[config.mk]
export PLATFORM = sky130hd
export DESIGN_NAME = dds_sweep_ctrl
export DESIGN_NICKNAME = d
export VERILOG_FILES = /design/src/rtl/dds_sweep_ctrl.sv
export SDC_FILE = /design/constraint.sdc
export NUM_CORES = 1
export LEC_CHECK = 0
export CORE_MARGIN = 10
export CORE_UTILIZATION = 59
export CTS_BUF_LIST = sky130_fd_sc_hd__clkbuf_4
export DETAILED_ROUTE_END_ITERATION = 8
export MAX_ROUTING_LAYER = met4
export PLACE_DENSITY_LB_ADDON = 0.25
export SYNTH_ARGS = -nofsm -noshare
export SYNTH_HDL_FRONTEND = slang
export SYNTH_SLANG_ARGS = --single-unit
[constraint.sdc]
create_clock -name clk -period 4.1 [get_ports clk]
set_clock_uncertainty 0.2 [all_clocks]
set_input_delay 0.82 -clock clk [delete_from_list [all_inputs] [get_ports clk]]
set_output_delay 0.82 -clock clk [all_outputs]
set_load 0.05 [all_outputs]
[src/rtl/dds_sweep_ctrl.sv]
// Frequency-sweep sequencer: steps the DDS tuning word from a start value by a fixed
// increment over N points, holding each point for D cycles and strobing the settled cycle.
module dds_sweep_ctrl #(
    parameter int IDX_WIDTH   = 12,
    parameter int DWELL_WIDTH = 24
) (
    input  logic                   clk,
    input  logic                   rst,
    input  logic                   start,
    input  logic                   abort,
    input  logic [31:0]            cfg_f_start,
    input  logic [31:0]            cfg_f_step,
    input  logic [IDX_WIDTH-1:0]   cfg_n_points,
    input  logic [DWELL_WIDTH-1:0] cfg_dwell,
    output logic [31:0]            freq,
    output logic [IDX_WIDTH-1:0]   point_idx,
    output logic                   point_valid,
    output logic                   busy,
    output logic                   done,
    output logic [1:0]             dbg_state
);

    localparam logic [1:0] S_IDLE = 2'd0;
    localparam logic [1:0] S_RUN  = 2'd1;
    localparam logic [1:0] S_DONE = 2'd2;

    logic [1:0]             state;
    logic [DWELL_WIDTH-1:0] dwell_cnt;
    logic [DWELL_WIDTH-1:0] dwell_last;
    logic [IDX_WIDTH-1:0]   idx_last;
    logic [31:0]            step;

    // Shadows hold N-1 and D-1 so a zero count collapses to a single point/cycle.
    assign point_valid = (state == S_RUN) && (dwell_cnt == dwell_last);
    assign busy        = (state == S_RUN);
    assign done        = (state == S_DONE);
    assign dbg_state   = state;

    always_ff @(posedge clk) begin
        if (rst) begin
            state      <= S_IDLE;
            freq       <= '0;
            point_idx  <= '0;
            dwell_cnt  <= '0;
            dwell_last <= '0;
            idx_last   <= '0;
            step       <= '0;
        end else begin
            case (state)
                S_IDLE: begin
                    if (start && !abort) begin
                        idx_last   <= (cfg_n_points == '0) ? '0 : cfg_n_points - IDX_WIDTH'(1);
                        dwell_last <= (cfg_dwell == '0) ? '0 : cfg_dwell - DWELL_WIDTH'(1);
                        step       <= cfg_f_step;
                        freq       <= cfg_f_start;
                        point_idx  <= '0;
                        dwell_cnt  <= '0;
                        state      <= S_RUN;
                    end
                end
                S_RUN: begin
                    // Abort leaves freq and point_idx where they are so the DDS keeps that tone.
                    if (abort) begin
                        state <= S_IDLE;
                    end else if (dwell_cnt == dwell_last) begin
                        if (point_idx != idx_last) begin
                            freq      <= freq + step;
                            point_idx <= point_idx + IDX_WIDTH'(1);
                            dwell_cnt <= '0;
                        end else begin
                            state <= S_DONE;
                        end
                    end else begin
                        dwell_cnt <= dwell_cnt + DWELL_WIDTH'(1);
                    end
                end
                S_DONE: begin
                    state <= S_IDLE;
                end
                default: begin
                    state <= S_IDLE;
                end
            endcase
        end
    end

endmodule

Word level (Yosys, flattened, before mapping)
Index checks and enable logic that the tools add are counted.
{"block": "word_totals", "reg_bits": 138, "in_bits": 104, "out_inout_bits": 49, "word_cells": 56}
{"block": "op_classes", "add_sub_neg": 5, "eq_ne": 11, "mux": 22, "n_reduce_logical": 11}
{"op": "2-to-1 mux 32 bit", "count": 4}
{"op": "2-to-1 mux 24 bit", "count": 5}
{"op": "one-hot mux 32 bit (2 select lines)", "count": 1}
{"op": "2-to-1 mux 12 bit", "count": 5}
{"op": "one-hot mux 24 bit (2 select lines)", "count": 1}
{"op": "adder 32 bit", "count": 1}
{"op": "adder 24 x 1 -> 24 bit, second input constant", "count": 1}
{"op": "equality test 24 bit", "count": 1}
{"op": "logical NOT 24 bit", "count": 1}
{"op": "one-hot mux 12 bit (2 select lines)", "count": 1}
{"op": "subtractor 24 x 1 -> 24 bit, second input constant", "count": 1}
{"op": "adder 12 x 1 -> 12 bit, second input constant", "count": 1}
{"op": "logical NOT 12 bit", "count": 1}
{"op": "!= test 12 bit", "count": 1}
{"op": "subtractor 12 x 1 -> 12 bit, second input constant", "count": 1}
{"op": "2-to-1 mux 2 bit", "count": 4}
{"op": "!= test 3 x 2 -> 1 bit, second input constant", "count": 2}
{"op": "AND reduction 5 bit", "count": 1}
{"op": "!= test 2 x 1 -> 1 bit, second input constant", "count": 2}
{"op": "!= test 2 bit, second input constant", "count": 2}
{"op": "one-hot mux 2 bit (2 select lines)", "count": 1}
{"op": "AND reduction 4 bit", "count": 1}
{"op": "!= test 3 bit, second input constant", "count": 1}
{"op": "AND reduction 3 bit", "count": 1}
{"op": "7 further kinds", "count": 8}

Depth between registers and ports, before layout
{"block": "logic_depth", "depth_word": 5, "depth_mapped": 11, "ltp_nobuf": 10}

Least setup slack after synthesis
OpenSTA, ideal clock, no wires.
{"block": "synth_path", "path_type": "reg-to-output", "startpoint": "register state[0] (netlist: dbg_state[0])", "endpoint": "output point_valid", "arrival_ns": 2.471, "required_ns": 3.080, "setup_slack_ns": 0.609, "path_stages_with_launch": 6, "n_path_buf": 3, "cell_sequence": "dfxtp_1 nand2b_1 clkbuf_1 buf_1 clkbuf_1 nor3_1"}
{"block": "synth_between", "elab_chain_len": 2}
{"element": "start, declared", "line": "27", "rtl": "logic [1:0] state;"}
{"element": "start signal, assigned", "line": "41", "rtl": "state <= S_IDLE;"}
{"element": "start signal, assigned", "line": "58", "rtl": "state <= S_RUN;"}
{"element": "start signal, assigned", "line": "64", "rtl": "state <= S_IDLE;"}
{"element": "equality test 2 x 1 -> 1 bit", "line": "34", "rtl": "assign point_valid = (state == S_RUN) && (dwell_cnt == dwell_last);"}
{"element": "logical AND 1 bit", "line": "34"}
{"element": "end, declared", "line": "17", "rtl": "output logic point_valid,"}
No other way between the ends.

Final worst setup path
{"block": "layout_path", "startpoint": "register dwell_cnt[12]", "endpoint": "output point_valid"}
{"block": "layout_between", "elab_chain_len": 2}
{"element": "start, declared", "line": "28", "rtl": "logic [DWELL_WIDTH-1:0] dwell_cnt;"}
{"element": "start signal, assigned", "line": "74", "rtl": "dwell_cnt <= dwell_cnt + DWELL_WIDTH'(1);"}
{"element": "equality test 24 bit", "line": "34"}
{"element": "logical AND 1 bit", "line": "34"}
No other way between the ends.

==> impl_results.md <==
* Antenna viol nets, final at 0
* Share of layout cells above drive strength 1 at 0.0531
* Final Cell Area at 10100 um2
* VDD IR-drop max at 0.000154 V
* First-pass DRT Iterations at 7
* Clock root cell: clkbuf_4
* Chip Width at 138 um
* Routed WL per cell at 15.8 um
* Cts bufs inserted at 17
* Post-synth net total at 1187
* Simple-gate share of the synthesized area at 0.248
* Slew @ Worst Pin at 0.749 ns
* Post-CTS resize count at 0
* Die H at 138 um
* Vias per Instance at 5.75
* Slew Viols, Final at 0
* Initial Util at 0.608
* Hold-fix buffer count after cts at 0
* H-tree depth at 4
* Port bufs at 152
* TritonCTS clock tree: done
* CTS sink cnt at 138
* Netlist cell types at 66
* First-pass GRT wire length at 35000 um
* Hold Path Class: reg -> reg
* Predominant post-synthesis flop cell: dfxtp_1
* WL met1 at 9490 um
* Synth Warn # at 0
* Wire length on met3 at 1510 um
* Setup Crit Path Kind: reg -> out
* Number of core rows at 42
* Clk slew on worst S/H paths at 0.12 ns
* Total Routed Length at 21600 um
* Compound-cell area share of the yosys netlist at 0.186
* CP Max Fanout at 7
* Vias in the first global route at 7328
* Die area at 18900 um2
* Fin crit period at 3.79 ns
* Post-synthesis mux area share at 0.0187
* Static Leak at 3.96 nW
* Clock latency at the later pin of the worst-skew pair at 0.57 ns
* Pin count of the biggest net entering global routing at 59
* Total gr overflow at 0
* P per Cell Area at 312 nW/um2
* RSZ-0062 raised after global routing: false
* Period utilisation layout at 0.924
* Antenna violations before repair at 3
* Area grow syn2layout at 23.7%
* Crit path DAT at 2.77 ns
* Sequential share of the synthesized area at 0.339
* Highest routed layer: met4
* WP data required at 3.08 ns
* Outcome: finished, final reports clean
* EDFF count, synth at 0
* Adder-Cell Fraction of Synth Area at 0.0577
* Worst setup EP type: output pin
* Max cap viols at 0
* Worst rel slew slack at 0.496
* Hold Vio Cnt, Final at 0
* Dpl cell area at 9780 um2
* Core area at 13400 um2
* Setup TNS at 0 ns
* Max Fclk at 0.264 GHz
* Initial DRC count at 620
* Nets at 1314
* Met2 wire length at 10200 um
* Ys async rst share at 0
* Final setup viols at 0
* Post-CTS Setup Inserts at 0
* Mean Syn Cell Area at 7.79 um2
* Commonest non-fill, non-tap cells in the layout: nand2_1, clkdlybuf4s50_1, dfxtp_1, nor2_1, a21oi_1
* Worst setup SP type: flop
* Cell count after synthesis at 1046
* Io pins at 153
* DR vias at 7843
* Drt drc at 0
* Hpwl dp at 16200 um
* Commonest non-fill, non-tap cell in the layout: nand2_1
* Total Routing Usage GR at 0.233
* Synthesized area at 8150 um2
* Register bit total from synthesis at 138
* Largest family of logic cells by synthesized area: simple AND/OR/NAND/NOR gates
* Placer congestion estimate at 0.918
* Post-Synth XOR/XNOR Area at 0.117
* Clk buf depth at 2
==> synth_stat cells, types with 4 or more instances <==
library cell | n | share of area
nand2b_1 | 13 | 0.010
a211oi_1 | 10 | 0.0092
a21oi_1 | 75 | 0.046
nand3b_1 | 4 | 0.0037
dfxtp_1 | 138 | 0.34
nor2_1 | 95 | 0.044
nor4_1 | 25 | 0.019
o31ai_1 | 4 | 0.0037
o21ai_1 | 19 | 0.012
nor3b_1 | 6 | 0.0055
o211ai_1 | 7 | 0.0064
a21o_1 | 16 | 0.015
nor2b_1 | 6 | 0.0046
nor3_1 | 20 | 0.012
inv_1 | 14 | 0.0064
mux2i_1 | 13 | 0.016
ha_1 | 36 | 0.055
xor2_1 | 65 | 0.070
clkbuf_1 | 44 | 0.020
nand4_1 | 12 | 0.0092
a41oi_1 | 4 | 0.0043
a31oi_1 | 9 | 0.0069
buf_2 | 9 | 0.0055
a311oi_1 | 11 | 0.012
xnor2_1 | 44 | 0.047
nand2_1 | 187 | 0.086
and3_1 | 10 | 0.0077
o21ai_0 | 57 | 0.035
nand3_1 | 20 | 0.012
or4_1 | 8 | 0.0074
or3_1 | 18 | 0.014
==> final timing paths <==
check | startpoint | to | slack, ns | cells after the start
max | dwell_cnt[12]$_SDFFE_PP0P_ | point_valid | 0.31 | 5
min | step[2]$_SDFFE_PP0P_ | step[2]$_SDFFE_PP0P_ | 0.27 | 2
max reg2reg | freq[0]$_SDFFE_PP0P_ | freq[24]$_SDFFE_PP0P_ | 0.67 | 10
min reg2reg | step[2]$_SDFFE_PP0P_ | step[2]$_SDFFE_PP0P_ | 0.27 | 2
==> worst max-delay path, stage by stage (launching register included) <==
cell             delay [ns]
dfxtp_1                0.39
xor2_1                 0.18
nor4_1                 0.28
nand4_1                0.27
nor3_1                 0.23
clkdlybuf4s50_1        0.84
==> routing by layer <==
layer,up-vias,global-route usage
li1,3947,-
met1,3607,0.280
met2,248,0.375
met3,41,0.0572
met4,0,0.0738
met5,-,-
==> where the power goes <==
| part | leakage, nW | internal, mW | switching (mW) |
|---|---|---|---|
| clock | 0.158 | 0.440 | 0.509 |
| sequential | 1.13 | 1.41 | 0.0542 |
| combinational | 2.68 | 0.307 | 0.429 |
| total | 3.96 | 2.15 | 0.992 |
==> sequential cells by signal, summed over array words and instances, names as in the netlist <==
register,count
dbg_state,2
dwell_cnt,24
point_idx,12
step,32
idx_last,12
dwell_last,24
freq,32
==> cell families after synthesis <==
group	count (synthesis)
adders and majority gates	37
DFF	138
and+or+nand+nor	436
AOI/OAI and AO/OA	241
xor gates and xnor gates	109
buffers and inverters	70
muxes	15
==> stage by stage <==
step	hold WS [ns]	utilization	worst slack, ns	total power [mW]	std cells
2_1_floorplan	0.237	-	0.609	1.95	1046
3_3_place_gp	0.247	0.730	0.722	2.21	1330
3_5_place_dp	0.252	0.730	0.677	2.22	1330
4_1_cts	0.269	0.752	0.275	3.15	1362
5_1_grt	0.294	0.753	0.0849	3.29	1365
6_report	0.268	0.753	0.310	3.14	1365
==> cell type report <==
cell class / instances / area [um2]
antenna: 3 / 7.51
clock buffer: 20 / 150
clock inverter: 12 / 149
fill: 1079 / 3320
inverter: 15 / 56.3
multi-input combinational: 838 / 5130
sequential: 138 / 2760
tap: 176 / 220
timing repair buffer: 163 / 1610
(Power assumes the default switching activity.)
